--- src/rtl/song_stream_engine.sv ---
// Streams an interleaved multi-channel song from an Avalon read master into a sample FIFO; one frame per audio tick, strobed 1 cycle after the tick.
// Fetching stalls while the FIFO is full; paused or starved ticks never block the codec side.
module song_stream_engine #(
  parameter int                ADDR_W      = 32,
  parameter int                DATA_W      = 32,
  parameter int                NUM_CH      = 2,
  parameter int                FIFO_DEPTH  = 16,
  parameter int                PRIME_WORDS = 8,
  parameter logic [ADDR_W-1:0] SONG_BASE   = '0
) (
  input  logic                     clk_i,
  input  logic                     rst_ni,
  input  logic                     start_i,
  input  logic                     stop_i,
  input  logic                     pause_i,
  input  logic                     loop_en_i,
  input  logic                     aud_tick_i,
  output logic                     tl_read_o,
  output logic [ADDR_W-1:0]        tl_addr_o,
  input  logic                     tl_rdv_i,
  input  logic [DATA_W-1:0]        tl_rdata_i,
  output logic [NUM_CH*DATA_W-1:0] sample_out_o,
  output logic                     sample_valid_o,
  output logic                     busy_o,
  output logic                     done_o,
  output logic [15:0]              underrun_cnt_o
);

  localparam int AW = $clog2(FIFO_DEPTH);
  localparam int CW = AW + 1;
  localparam int PW = CW + 1;
  localparam logic [ADDR_W-1:0] STEP = ADDR_W'(DATA_W / 8);

  typedef enum logic [2:0] {S_IDLE, S_HDR, S_PRIME, S_PLAY, S_ABORT, S_FIN} state_t;

  state_t                    state_q;
  logic                      rd_q, os_q;
  logic [ADDR_W-1:0]         ptr_q;
  logic [31:0]               frames_q, words_q, words_left_q, frames_left_q;
  logic [PW-1:0]             pend_q;
  logic [DATA_W-1:0]         mem_q [FIFO_DEPTH];
  logic [AW-1:0]             wr_ptr_q, rd_ptr_q;
  logic [CW-1:0]             cnt_q;
  logic [NUM_CH*DATA_W-1:0]  sample_q, frame_d;
  logic                      valid_q, done_q;
  logic [15:0]               urun_q;

  logic        fetch_act, rd_done, push, wrap, issue, tick, pop, have_pass, pass_roll;
  logic [31:0] f_hdr, w_hdr;

  assign fetch_act = (state_q == S_PRIME) || (state_q == S_PLAY);
  assign rd_done   = os_q && tl_rdv_i;
  assign push      = fetch_act && rd_done && !stop_i;
  assign wrap      = push && (words_left_q == 32'd1) && loop_en_i;
  assign issue     = !os_q && !stop_i &&
                     ((state_q == S_HDR) ||
                      (fetch_act && (words_left_q != 32'd0) && (cnt_q < CW'(FIFO_DEPTH))));
  assign tick      = (state_q == S_PLAY) && aud_tick_i && !pause_i && !stop_i;
  assign pop       = tick && (cnt_q >= CW'(NUM_CH));
  // pend_q counts loop passes already fetched ahead of the one being played
  assign have_pass = (pend_q != '0) || wrap;
  assign pass_roll = pop && (frames_left_q == 32'd1) && have_pass;
  assign f_hdr     = 32'(tl_rdata_i);
  assign w_hdr     = f_hdr * 32'(NUM_CH);

  always_comb begin
    frame_d = '0;
    for (int i = 0; i < NUM_CH; i++) begin
      frame_d[i*DATA_W +: DATA_W] = mem_q[rd_ptr_q + AW'(i)];
    end
  end

  always_ff @(posedge clk_i) begin
    if (push) mem_q[wr_ptr_q] <= tl_rdata_i;
  end

  always_ff @(posedge clk_i or negedge rst_ni) begin
    if (!rst_ni) begin
      state_q       <= S_IDLE;
      rd_q          <= 1'b0;
      os_q          <= 1'b0;
      ptr_q         <= '0;
      frames_q      <= '0;
      words_q       <= '0;
      words_left_q  <= '0;
      frames_left_q <= '0;
      pend_q        <= '0;
      wr_ptr_q      <= '0;
      rd_ptr_q      <= '0;
      cnt_q         <= '0;
      sample_q      <= '0;
      valid_q       <= 1'b0;
      done_q        <= 1'b0;
      urun_q        <= '0;
    end else begin
      valid_q <= 1'b0;
      done_q  <= 1'b0;
      if (rd_done) begin
        rd_q <= 1'b0;
        os_q <= 1'b0;
      end
      if (issue) begin
        rd_q <= 1'b1;
        os_q <= 1'b1;
      end
      if (push) wr_ptr_q <= wr_ptr_q + AW'(1);
      if (pop)  rd_ptr_q <= rd_ptr_q + AW'(NUM_CH);
      cnt_q <= cnt_q + CW'(push) - (pop ? CW'(NUM_CH) : CW'(0));

      case (state_q)
        S_IDLE: begin
          if (start_i) begin
            state_q <= S_HDR;
            ptr_q   <= SONG_BASE;
            urun_q  <= '0;
            pend_q  <= '0;
          end
        end
        S_HDR: begin
          if (rd_done) begin
            frames_q      <= f_hdr;
            words_q       <= w_hdr;
            words_left_q  <= w_hdr;
            frames_left_q <= f_hdr;
            if (f_hdr == 32'd0) begin
              state_q <= S_FIN;
              done_q  <= 1'b1;
            end else begin
              ptr_q   <= SONG_BASE + STEP;
              state_q <= S_PRIME;
            end
          end
        end
        S_PRIME, S_PLAY: begin
          if (push) begin
            if (wrap) begin
              ptr_q        <= SONG_BASE + STEP;
              words_left_q <= words_q;
            end else begin
              ptr_q        <= ptr_q + STEP;
              words_left_q <= words_left_q - 32'd1;
            end
          end
          pend_q <= pend_q + PW'(wrap) - PW'(pass_roll);
          if (state_q == S_PRIME) begin
            if ((cnt_q >= CW'(PRIME_WORDS)) || ((words_left_q == 32'd0) && !os_q))
              state_q <= S_PLAY;
          end else if (tick) begin
            valid_q <= 1'b1;
            if (pop) begin
              sample_q <= frame_d;
              if (frames_left_q != 32'd1) begin
                frames_left_q <= frames_left_q - 32'd1;
              end else if (have_pass) begin
                frames_left_q <= frames_q;
              end else begin
                state_q <= S_FIN;
                done_q  <= 1'b1;
              end
            end else begin
              sample_q <= '0;
              if (urun_q != 16'hFFFF) urun_q <= urun_q + 16'd1;
            end
          end
        end
        S_ABORT: begin
          if (!os_q || tl_rdv_i) begin
            os_q    <= 1'b0;
            state_q <= S_FIN;
            done_q  <= 1'b1;
          end
        end
        S_FIN:   state_q <= S_IDLE;
        default: state_q <= S_IDLE;
      endcase

      // FIN is already terminating; aborting there would only re-pulse done
      if (stop_i && (state_q != S_IDLE) && (state_q != S_ABORT) && (state_q != S_FIN)) begin
        state_q  <= S_ABORT;
        rd_q     <= 1'b0;
        os_q     <= os_q && !tl_rdv_i;
        wr_ptr_q <= '0;
        rd_ptr_q <= '0;
        cnt_q    <= '0;
        valid_q  <= 1'b0;
        done_q   <= 1'b0;
      end
    end
  end

  assign tl_read_o      = rd_q;
  assign tl_addr_o      = ptr_q;
  assign sample_out_o   = sample_q;
  assign sample_valid_o = valid_q;
  assign busy_o         = (state_q != S_IDLE);
  assign done_o         = done_q;
  assign underrun_cnt_o = urun_q;

endmodule
--- config.mk ---
export PLATFORM = sky130hd
export DESIGN_NAME = song_stream_engine
export DESIGN_NICKNAME = d
export VERILOG_FILES = /design/src/rtl/song_stream_engine.sv
export SDC_FILE = /design/constraint.sdc
export NUM_CORES = 1
export LEC_CHECK = 0
export ABC_AREA = 1
export ABC_CLOCK_PERIOD_IN_PS = 2980
export CORE_ASPECT_RATIO = 1.1
export CORE_MARGIN = 2
export CORE_UTILIZATION = 45
export DETAILED_ROUTE_END_ITERATION = 8
export SETUP_SLACK_MARGIN = 0.1
export SLEW_MARGIN = 0
export SYNTH_ARGS = -nofsm -noshare
export SYNTH_HDL_FRONTEND = slang
export SYNTH_SLANG_ARGS = --single-unit
--- constraint.sdc ---
create_clock -name clk_i -period 2.98 [get_ports clk_i]
set_clock_uncertainty 0.05 [all_clocks]
set_input_delay 0.298 -clock clk_i [delete_from_list [all_inputs] [get_ports clk_i]]
set_output_delay 0.298 -clock clk_i [all_outputs]
set_load 0.005 [all_outputs]
* Word level (Yosys, flattened, before mapping)
Memories as Yosys holds them, arrays and structs flattened.
Index checks and enable logic that the tools add are counted.
** Storage, ports and cells
- Register bits :: 265
- RAM bits :: 512
- Input port bits :: 40
- Output and inout bits :: 116
- Memories kept :: 1
** Memory list
- mem_q :: depth 16, width 32, rd ports 2, clocked after Yosys merged registers in 0, wr ports 1, line 41 : logic [DATA_W-1:0] mem_q [FIFO_DEPTH];
** Cells by class
- $add $sub $neg :: 11
- Magnitude comparators :: 3
- Eq/ne operators :: 28
- Multiplexer cells :: 68
- Bitwise gates (word level) :: 1
- Reduce and logical (&&, ||, !) cells :: 50
** Operator list (count)
- 32-bit 2-to-1 mux :: 14
- 32-bit case mux with 2 select lines :: 2
- 32-bit case mux with 3 select lines :: 1
- 16-bit 2-to-1 mux :: 5
- 32-bit by 1-bit equality test with 1-bit output, second input constant :: 2
- 32-bit logical NOT :: 2
- 64-bit 2-to-1 mux :: 1
- 32-bit by 1-bit subtractor with 32-bit output, second input constant :: 2
- 3-bit 2-to-1 mux :: 11
- 32-bit by 3-bit adder with 32-bit output, second input constant :: 1
- 32-bit by 1-bit inequality test with 1-bit output, second input constant :: 1
- 16-bit case mux with 2 select lines :: 1
- 32-bit nonzero test :: 1
- 1-bit 2-to-1 mux :: 23
- 1-bit logical AND :: 20
- 4-bit inequality test, second input constant :: 5
- 2-bit inequality test, second input constant :: 9
- 16-bit by 1-bit adder with 16-bit output, second input constant :: 1
- 4-bit 2-to-1 mux :: 4
- 16-bit inequality test, second input constant :: 1
- 3-bit inequality test, second input constant :: 5
- 3-bit case mux with 4 select lines :: 1
- 6-bit case mux with 2 select lines :: 1
- 6-bit AND reduction :: 2
- 29 further kinds :: 45

* Longest topological paths before layout
Gate-level depths: netlist of the first run.
- Word-level depth :: 14
- Depth in mapped cells :: 20
- Depth with buffers taken out :: 18

* Worst setup path before layout of the first run
Ideal clock, no wire load.
- Path type :: register -> register
- Start :: register words_left_q[16]
- End :: register pend_q[4]
- Setup time :: 141 ps
- Data arrival time :: 2799 ps
- Data required time :: 2789 ps
- Path slack :: -10 ps
- Stages on the path, launching flop included :: 21
- Path buffers :: 2
- Clock period less this slack :: 2990 ps
- Path through :: dfrtp_1 -> nor2_1 -> nand2_1 -> nor2_1 -> nand2_1 -> nor2_1 -> nand2_1 -> buf_4 -> buf_2 -> nand2_1 -> nand3_1 -> inv_1 -> ha_1 -> inv_1 -> ha_1 -> fa_1 -> nand2_1 -> nand2_1 -> a21oi_1 -> xor2_1 -> o22ai_1
** On the way
- Word-level cells in the longest chain between the ends :: 7
- Elaborated cells on any way between the ends :: 8
- Those cells by class :: add/sub (2); eq/ne (1); mux (1); reduce/logical (4)
** Ends and longest elaborated chain
- start: declaration :: line 39 : logic [31:0] frames_q, words_q, words_left_q, frames_left_q;
- start signal: assignment :: line 123 : words_left_q <= w_hdr;
- start signal: assignment :: line 138 : words_left_q <= words_q;
- start signal: assignment :: line 141 : words_left_q <= words_left_q - 32'd1;
- 32-bit by 1-bit equality test with 1-bit output * :: line 54 : assign wrap = push && (words_left_q == 32'd1) && loop_en_i;
- 1-bit logical AND * (2 in series) :: line 54
- parallel branches: the longest is 2 deep, another holds 6-bit by 1-bit adder with 6-bit output
- 6-bit by 1-bit subtractor with 6-bit output * :: line 144 : pend_q <= pend_q + PW'(wrap) - PW'(pass_roll);
- 6-bit case mux with 2 select lines * :: line 110 : case (state_q)
- end signal: assignment :: line 144
- end: declaration :: line 40 : logic [PW-1:0] pend_q;
Mark *: on every way between the ends.
A chain may end at the register's enable or synchronous reset.

* Worst setup path after layout of the first run
- Start :: register words_left_q[29]
- End :: register pend_q[4]
The elaborated chain is that of the path after synthesis.

==> results.cfg, run 1 <==
[sta]
rsz0062_at_grt = true
hold_viol_final = 0
fin_crit_ns = 2.78
worstMarginPinSlew_ns = 0.914
setup_tns_ns = 0
hold-worst-slack_ns = 0.268
fmax_mhz = 360
setup_viol = 0
drv_slew = 0
fin_crit_sh_pct = 93.3
max_slew_margin_pct = 39.1

[setup_path]
r2r_slack_ns = 0.20
arrival_ns = 3.23
critPathKind = reg -> reg
crit_end = pend_q[4]$_DFFE_PN0P_
startpoint = words_left_q[29]$_DFFE_PN0P_
cp-start-kind = flip-flop
r2r_start = words_left_q[29]$_DFFE_PN0P_
cp.required_ns = 3.43
crit_fanout = 3
cp-end-kind = flip-flop
ff2ff_path_depth = 18
r2r_end = pend_q[4]$_DFFE_PN0P_

[drt]
drc = 0
wl_um = 105000
viasPerCell = 5.70
drt-initial-drc-count = 2544
via_count = 26349
routedWlPerCell_um = 22.7
ant_nets = 0
dr.pass1.iters = 6

[logic_synthesis]
synth_area_leader_cell = edfxtp_1
synth_top_flop_cell = edfxtp_1
syn_inst = 3364
synthTopCellsByArea = edfxtp_1 (46%), dfrtp_1 (17%), nand2_1 (8.4%)
netlist_area_mm2 = 0.0334
yosys_warnings = 0
synth.avg_cell_area_um2 = 9.92
async_reset_ff_share_pct = 31.1
yosysUniqueCellTypes = 49
ys_seq_area_share_pct = 63.4
synth_top_area_share_pct = 46.1
ys_ff_latch = 743
synth_edf_count = 512

[global_routing]
grt_pass1_vias = 25703
met3_usage_pct = 3.40
grt_overflow = 0
grt.total_usage_pct = 27.3
grtUsageMet1_pct = 36.0
grt.busiest_layer = met2
antenna_found_initial = 0
grt_pass1_wl_um = 158000
grt_max_degree = 119
grt_util_met2_pct = 46.8

[placed_design]
place_inst = 4468
hpwl_um = 68500
io_buffers = 153
gp_congestion = 0.978

[pwr]
powerDensity_mw_per_mm2 = 759
comb_power_share_pct = 24.7
total_power_mw = 30.3
p_seq_share_pct = 42.4
pwr-share-clk_pct = 32.8
switching_share_pct = 32.5
p_leak_nw = 15.5
switchingPower_mw = 9.82
ir_drop_mv = 0.547
p_int_mw = 20.4

[floorplan]
die-height_um = 290
initial_core_util_pct = 45.5
core_area_mm2 = 0.0733
num_rows = 104
dieArea_mm2 = 0.0763
dieWidth_um = 264
io_pins = 156

[finish]
drive_above_1_share_pct = 10.4
utilization_pct = 54.4
final_cells = 4621
mostFrequentLayoutCells = nand2_1 (740), edfxtp_1 (512), nor2_1 (489)
nNetsFinal = 3669
syn_to_final_growth_pct = 19.5
final_common_cell = nand2_1
antennaDiodeCount = 0

[clock_network]
htree_levels = 3
cts_buffer_depth = 3
cts_tree = built
numCtsBuffers = 79
root_buffer = clkbuf_16
clock_latency_ns = 0.64
clock-sinks = 743
clk_pin_slew_ns = 0.06

[outcome]
outcome = finished, final reports clean

[worst_hold_path]
min_path_type = in -> reg

[run]
max-cap-violations = 0
==> per-stage QoR <==
stage | instance area, um2 | worst slack [ns]
6_report | 39900 | 0.201
5_1_grt | 39900 | -0.0222
4_1_cts | 39700 | 0.114
3_5_place_dp | 37100 | -0.0677
3_3_place_gp | 37100 | -0.0861
2_1_floorplan | 33400 | 0.0617
==> per-layer routing <==
layer / part of all wire, % / wire (um)
met1: 41 / 43500
met2: 49 / 51600
met3: 6.2 / 6550
met4: 3.2 / 3390
met5: 0 / 0
==> Yosys cell counts (6+ instances only) <==
cell	n
a21oi_1	61
buf_1	14
buf_2	27
clkbuf_1	125
dfrtp_1	231
edfxtp_1	512
ha_1	27
inv_1	194
nand2_1	743
nand3_1	224
nand3b_1	15
nand4_1	36
nor2_1	519
nor3_1	19
o211ai_1	13
o21ai_0	367
o21ai_1	6
o221ai_1	128
or2_2	13
xnor2_1	9
xor2_1	16
==> area by class of cell <==
class / instances / area, um2
clock buffers: 104 / 2130
clock inverters: 43 / 477
fillers: 6425 / 33400
inverters: 201 / 761
multi-input cells: 2246 / 10900
flip-flops and latches: 743 / 21200
well taps: 954 / 1190
repair buffers: 330 / 3190
==> worst max-delay path: stages (launching register included) <==
cell     delay (ns)
dfrtp_1        0.40
nor2_2         0.14
nand2_2        0.11
nor2_1         0.19
nand2_2        0.10
nor2_1         0.11
nand2_1        0.11
nand2_1        0.08
nand3_1        0.06
inv_1          0.06
ha_1           0.13
inv_1          0.04
ha_2           0.18
fa_2           0.36
nand2_1        0.10
nand2_1        0.06
a21oi_2        0.14
xor2_1         0.15
o22ai_1        0.08
==> registers in the layout, indices dropped and copies added (netlist names) <==
| name | flops |
|---|---|
| mem_q | 512 |
| sample_out_o | 64 |
| frames_left_q | 32 |
| frames_q | 32 |
| words_left_q | 32 |
| tl_addr_o | 30 |
| underrun_cnt_o | 16 |
| pend_q | 6 |
| cnt_q | 5 |
| wr_ptr_q | 4 |
| rd_ptr_q | 3 |
| state_q | 3 |
| done_o | 1 |
| os_q | 1 |
| sample_valid_o | 1 |
| tl_read_o | 1 |
==> power groups by stage <==
stage | clock, mW | sequential, mW | combinational [mW]
2_1_floorplan | 0 | 12.8 | 4.29
3_3_place_gp | 0 | 12.9 | 7.27
3_5_place_dp | 0 | 13.0 | 7.32
4_1_cts | 10.1 | 12.8 | 7.36
5_1_grt | 10.5 | 12.9 | 8.29
6_report | 9.93 | 12.8 | 7.49
==> logic make-up after synthesis <==
kind of cell	synth area share, %
AND/OR/NAND/NOR	19.6
flip-flops	63.4
AO/OA/AOI/OAI	10.7
buffers and inverters	4.49
adder cells (fa/ha/maj)	1.07
XOR/XNOR	0.656
other	0.0112
==> timing repair <==
item,CTS,global route
endpoints found under the hold margin,75,0
setup endpoints to repair,1,37
pin swaps,0,8
hold buffers,1,0
cloned,0,0
gates resized for setup,2,25
setup buffers,0,5
==> worst min path at each step <==
stage	from	endpoint	slack, ns	depth (start not counted)
2_1_floorplan	rst_ni	cnt_q[0]$_DFF_PN0_	-0.05	0
5_1_grt	tl_rdata_i[3]	frames_q[3]$_DFFE_PN0P_	0.28	3
4_1_cts	tl_rdata_i[3]	frames_q[3]$_DFFE_PN0P_	0.23	3
3_3_place_gp	rst_ni	frames_q[25]$_DFFE_PN0P_	0.35	1
6_report	tl_rdata_i[3]	frames_q[3]$_DFFE_PN0P_	0.27	3
3_5_place_dp	rst_ni	frames_q[24]$_DFFE_PN0P_	0.35	1
(Power assumes the default switching activity.)
==> run 2, diff against run 1 <==
--- a/config.mk
+++ b/config.mk
@@ -11,6 +11,7 @@
 export CORE_MARGIN = 2
 export CORE_UTILIZATION = 45
 export DETAILED_ROUTE_END_ITERATION = 8
+export DONT_BUFFER_PORTS = 1
 export SETUP_SLACK_MARGIN = 0.1
 export SLEW_MARGIN = 0
 export SYNTH_ARGS = -nofsm -noshare
==> results.cfg, run 2 (synthesis gave the netlist of run 1 again) <==
[finish]
largest_reg_flops = 512
final_common_cell = nand2_1
utilization_pct = 52.2
nNetsFinal = 3485
syn_to_final_growth_pct = 14.6
mostFrequentLayoutCells = nand2_1 (741), edfxtp_1 (512), nor2_1 (479)
regMostFlops = mem_q
drive_above_1_share_pct = 9.53
final_cells = 4443

[sta]
max_slew_margin_pct = 18.5
setup_viol = 0
hold_viol_final = 231
setup_tns_ns = 0
drv_slew = 0
fin_crit_sh_pct = 94.4
rsz0062_at_grt = true
fin_crit_ns = 2.81
hold-worst-slack_ns = -0.682
fmax_mhz = 355
worstMarginPinSlew_ns = 1.22

[placed_design]
io_buffers = 0
place_inst = 4248
hpwl_um = 63000
gp_congestion = 0.946

[drt]
drt-initial-drc-count = 2267
dr.pass1.iters = 6
routedWlPerCell_um = 23.1
wl_um = 103000
viasPerCell = 5.72
drc = 0
via_count = 25406
ant_nets = 0

[pwr]
comb_power_share_pct = 21.5
p_leak_nw = 14.8
ir_drop_mv = 0.636
p_seq_share_pct = 43.4
pwr-share-clk_pct = 35.0
switching_share_pct = 32.1
total_power_mw = 29.8
powerDensity_mw_per_mm2 = 781
p_int_mw = 20.3
switchingPower_mw = 9.58

[clock_network]
root_buffer = clkbuf_16
clock-sinks = 743
cts_tree = built
htree_levels = 3
clk_pin_slew_ns = 0.07
cts_buffer_depth = 3
clock_latency_ns = 0.64
cts_hold_buf = 39
numCtsBuffers = 80

[setup_path]
crit_path_top_delay_cell = dfrtp_1
crit_fanout = 4
path_cells = nor2_2, nand2_2, nor2_4, nand3_2, nor2_4, nand3_1, inv_1, ha_1, inv_1, ha_2, fa_2, nand2_1, nand2_1, a21oi_2, xor2_1, o22ai_1
arrival_ns = 3.24
cp.required_ns = 3.41
max_stage_delay_ns = 0.43
cp-end-kind = flip-flop
cp-start-kind = flip-flop
critPathKind = reg -> reg

[floorplan]
initial_core_util_pct = 45.5
io_pins = 156
dieArea_mm2 = 0.0763
dieWidth_um = 264
die-height_um = 290
core_area_mm2 = 0.0733
num_rows = 104

[global_routing]
grt_pass1_wl_um = 154000
antenna_found_initial = 9
grt.total_usage_pct = 26.7
grt_overflow = 0
grt_pass1_vias = 24901
grt_max_degree = 232

[outcome]
outcome = complete, but fails checks
failed_checks = hold timing

[worst_hold_path]
min_path_type = in -> async

[run]
max-cap-violations = 0
-- run 2: power by group through the flow --
stage | clock network [mW] | logic, mW | registers [mW]
6_report | 10.4 | 6.43 | 13.0
5_1_grt | 11.0 | 7.21 | 13.1
4_1_cts | 10.6 | 6.33 | 12.9
3_5_place_dp | 0 | 6.08 | 13.1
3_3_place_gp | 0 | 6.01 | 13.1
2_1_floorplan | 0 | 4.29 | 12.8
-- run 2: what timing repair did --
item,CTS,global route
pin swaps,1,8
gates resized for setup,3,34
buffers inserted,0,2
endpoints found under the hold margin,826,231
setup endpoints to repair,1,7
-- run 2: critical path, delay by kind of cell (launching register included) --
kind	cells	cell delay (ns)
simple gates	8	0.98
flops	1	0.43
buf+inv	2	0.11
xor+xnor	1	0.17
fa+ha+maj	3	0.66
compound gates	2	0.24
-- run 2: worst paths after layout --
kind	from	to	slack [ns]	cells after the start
setup / recovery	frames_left_q[6]$_DFFE_PN0P_	pend_q[4]$_DFFE_PN0P_	0.17	16
hold / removal	rst_ni	sample_out_o[37]$_DFFE_PN0P_	-0.68	0
setup reg to reg	frames_left_q[6]$_DFFE_PN0P_	pend_q[4]$_DFFE_PN0P_	0.17	16
hold reg to reg	frames_q[31]$_DFFE_PN0P_	frames_q[31]$_DFFE_PN0P_	0.44	2
max in group asynchronous	rst_ni	rd_ptr_q[2]$_DFFE_PN0P_	2.92	0
min in group clk_i	stop_i	wr_ptr_q[1]$_DFFE_PN0P_	0.04	4
-- run 2: area by class of cell --
type / count / area, um2
clock inverters: 46 / 601
repair buffers: 145 / 1350
well taps: 954 / 1190
inverters: 201 / 763
flip-flops and latches: 743 / 21200
diodes: 7 / 17.5
fillers: 6572 / 35000
clock buffers: 101 / 2170
multi-input cells: 2246 / 11000
-- run 2: per-layer routing --
layer | up-vias | part of all wire (%) | track usage (%)
met5 | - | 0.040 | 0
met4 | 6 | 3.4 | 9.84
met3 | 184 | 6.0 | 4.18
met2 | 778 | 49 | 45.3
met1 | 12688 | 42 | 34.9
li1 | 11750 | - | -
-- run 2: per-stage QoR --
step / cell area [um2] / setup slack [ns] / hold slack (ns)
4_1_cts: 38100 / 0.104 / -0.704
3_3_place_gp: 34900 / 0.138 / -0.0363
5_1_grt: 38200 / 0.0194 / -0.702
3_5_place_dp: 34900 / 0.0802 / -0.0355
2_1_floorplan: 33400 / 0.0617 / -0.0476
6_report: 38200 / 0.166 / -0.682
==> run 3, diff against run 2 <==
--- a/config.mk
+++ b/config.mk
@@ -12,6 +12,7 @@
 export CORE_UTILIZATION = 45
 export DETAILED_ROUTE_END_ITERATION = 8
 export DONT_BUFFER_PORTS = 1
+export RECOVER_POWER = 100
 export SETUP_SLACK_MARGIN = 0.1
 export SLEW_MARGIN = 0
 export SYNTH_ARGS = -nofsm -noshare
==> results.cfg, run 3 (synthesis gave the netlist of run 1 again) <==
[outcome]
outcome = complete, but fails checks
failed_checks = hold timing, capacitance limit, slew limit

[drt]
drc = 0
routedWlPerCell_um = 23.1
via_count = 25442
wl_um = 103000
drt-initial-drc-count = 2265
viasPerCell = 5.73
ant_nets = 0
dr.pass1.iters = 5

[sta]
setup_ws_ns = 0.0889
hold_viol_final = 231
hold-worst-slack_ns = -0.682
max_slew_margin_pct = -0.0354
rsz0062_at_grt = true
worstMarginPinSlew_ns = 1.50
fin_crit_sh_pct = 97.0
setup_tns_ns = 0
fin_crit_ns = 2.89
drv_slew = 19
setup_viol = 0
fmax_mhz = 346

[clock_network]
htree_levels = 3
clk_pin_slew_ns = 0.06
cts_buffer_depth = 3
numCtsBuffers = 80
clock_latency_ns = 0.64
clock-sinks = 743
cts_tree = built
cts_hold_buf = 39
root_buffer = clkbuf_16

[finish]
final_cells = 4444
syn_to_final_growth_pct = 13.9
fillers = 6620
drive_above_1_share_pct = 8.90
nNetsFinal = 3485
largest_reg_flops = 512
regMostFlops = mem_q
final_common_cell = nand2_1
mostFrequentLayoutCells = nand2_1 (742), edfxtp_1 (512), nor2_1 (489)
final_area_mm2 = 0.0380

[setup_path]
r2r_end = state_q[1]$_DFFE_PN0P_
startpoint = state_q[2]$_DFFE_PN0P_
r2r_start = state_q[2]$_DFFE_PN0P_
crit_fanout = 5
cp-end-kind = flip-flop
ff2ff_path_depth = 12
critPathKind = reg -> reg
cp-start-kind = flip-flop
crit_end = state_q[1]$_DFFE_PN0P_
arrival_ns = 3.37
cp.required_ns = 3.46
r2r_slack_ns = 0.09

[placed_design]
place_inst = 4248
gp_congestion = 0.946
hpwl_um = 63000
dp_slack_ns = 0.0802
placed_area_mm2 = 0.0349
io_buffers = 0

[floorplan]
die-height_um = 290
initial_core_util_pct = 45.5
io_pins = 156
dieWidth_um = 264
num_rows = 104
core_area_mm2 = 0.0733
dieArea_mm2 = 0.0763

[global_routing]
grt_pass1_wl_um = 154000
antenna_found_initial = 9
grt_max_degree = 232
grt_overflow = 0
grt.total_usage_pct = 26.7
grt_pass1_vias = 24901

[pwr]
total_power_mw = 29.8
ir_drop_mv = 0.636
powerDensity_mw_per_mm2 = 785
p_leak_nw = 14.8

[worst_hold_path]
min_path_type = in -> async

[run]
max-cap-violations = 1
==> run 3: where the power goes <==
| group | leakage [nW] | internal (mW) | total, mW | switching [mW] |
|---|---|---|---|---|
| clock network | 1.34 | 6.18 | 10.5 | 4.27 |
| logic | 5.81 | 2.06 | 6.40 | 4.34 |
| registers | 7.61 | 12.0 | 13.0 | 0.964 |
| total | 14.8 | 20.2 | 29.8 | 9.57 |
==> run 3: worst max-delay path: stages (launching register included) <==
cell and delay, ns:
dfrtp_1 0.44, inv_2 0.11, nand3_1 0.11, nor2_1 0.16
dlygate4sd3_1 0.56, buf_4 0.12, inv_1 0.24, nor3_2 0.41
nand3_1 0.16, nand3_1 0.20, nand2_1 0.10, nand2_1 0.07
nand2_1 0.05
==> run 3: how the worst min path moves through the flow <==
stage                       from                            to  depth (start not counted)
final                     rst_ni  sample_out_o[37]$_DFFE_PN0P_                          0
after global routing      rst_ni  sample_out_o[37]$_DFFE_PN0P_                          0
after CTS                 rst_ni  sample_out_o[62]$_DFFE_PN0P_                          0
after detailed placement  rst_ni  sample_out_o[27]$_DFFE_PN0P_                          0
after global placement    rst_ni  sample_out_o[27]$_DFFE_PN0P_                          0
after floorplan           rst_ni            cnt_q[0]$_DFF_PN0_                          0
==> run 3: metal layers <==
layer  up-vias  GRT usage [%]  part of all wire [%]
met5         -              0                 0.040
met4         6           9.84                   3.7
met3       188           4.18                   6.5
met2       817           45.3                    49
met1     12679           34.9                    41
li1      11752              -                     -
==> run 3: stage by stage <==
stage	utilization [%]	hold slack [ns]
after floorplan	-	-0.0476
after global placement	47.6	-0.0363
after detailed placement	47.6	-0.0355
after CTS	52.0	-0.704
after global routing	51.9	-0.702
final	51.9	-0.682
==> run 3: timing repair <==
| action | CTS | global route |
|---|---|---|
| buffers inserted | 0 | 2 |
| cloned | 0 | 0 |
| resized for setup | 3 | 34 |
| endpoints found under the hold margin | 826 | 231 |
| pin swaps | 1 | 8 |
| setup endpoints to repair | 1 | 7 |
==> run 3: area by class of cell <==
type | count | area (um2) | area share (%)
tap | 954 | 1190 | 3.14
clock buffer | 101 | 2170 | 5.72
sequential | 743 | 21200 | 55.7
antenna | 8 | 20.0 | 0.0527
inverter | 201 | 763 | 2.01
timing repair buffer | 145 | 1200 | 3.16
multi-input combinational | 2246 | 10900 | 28.6
clock inverter | 46 | 601 | 1.58
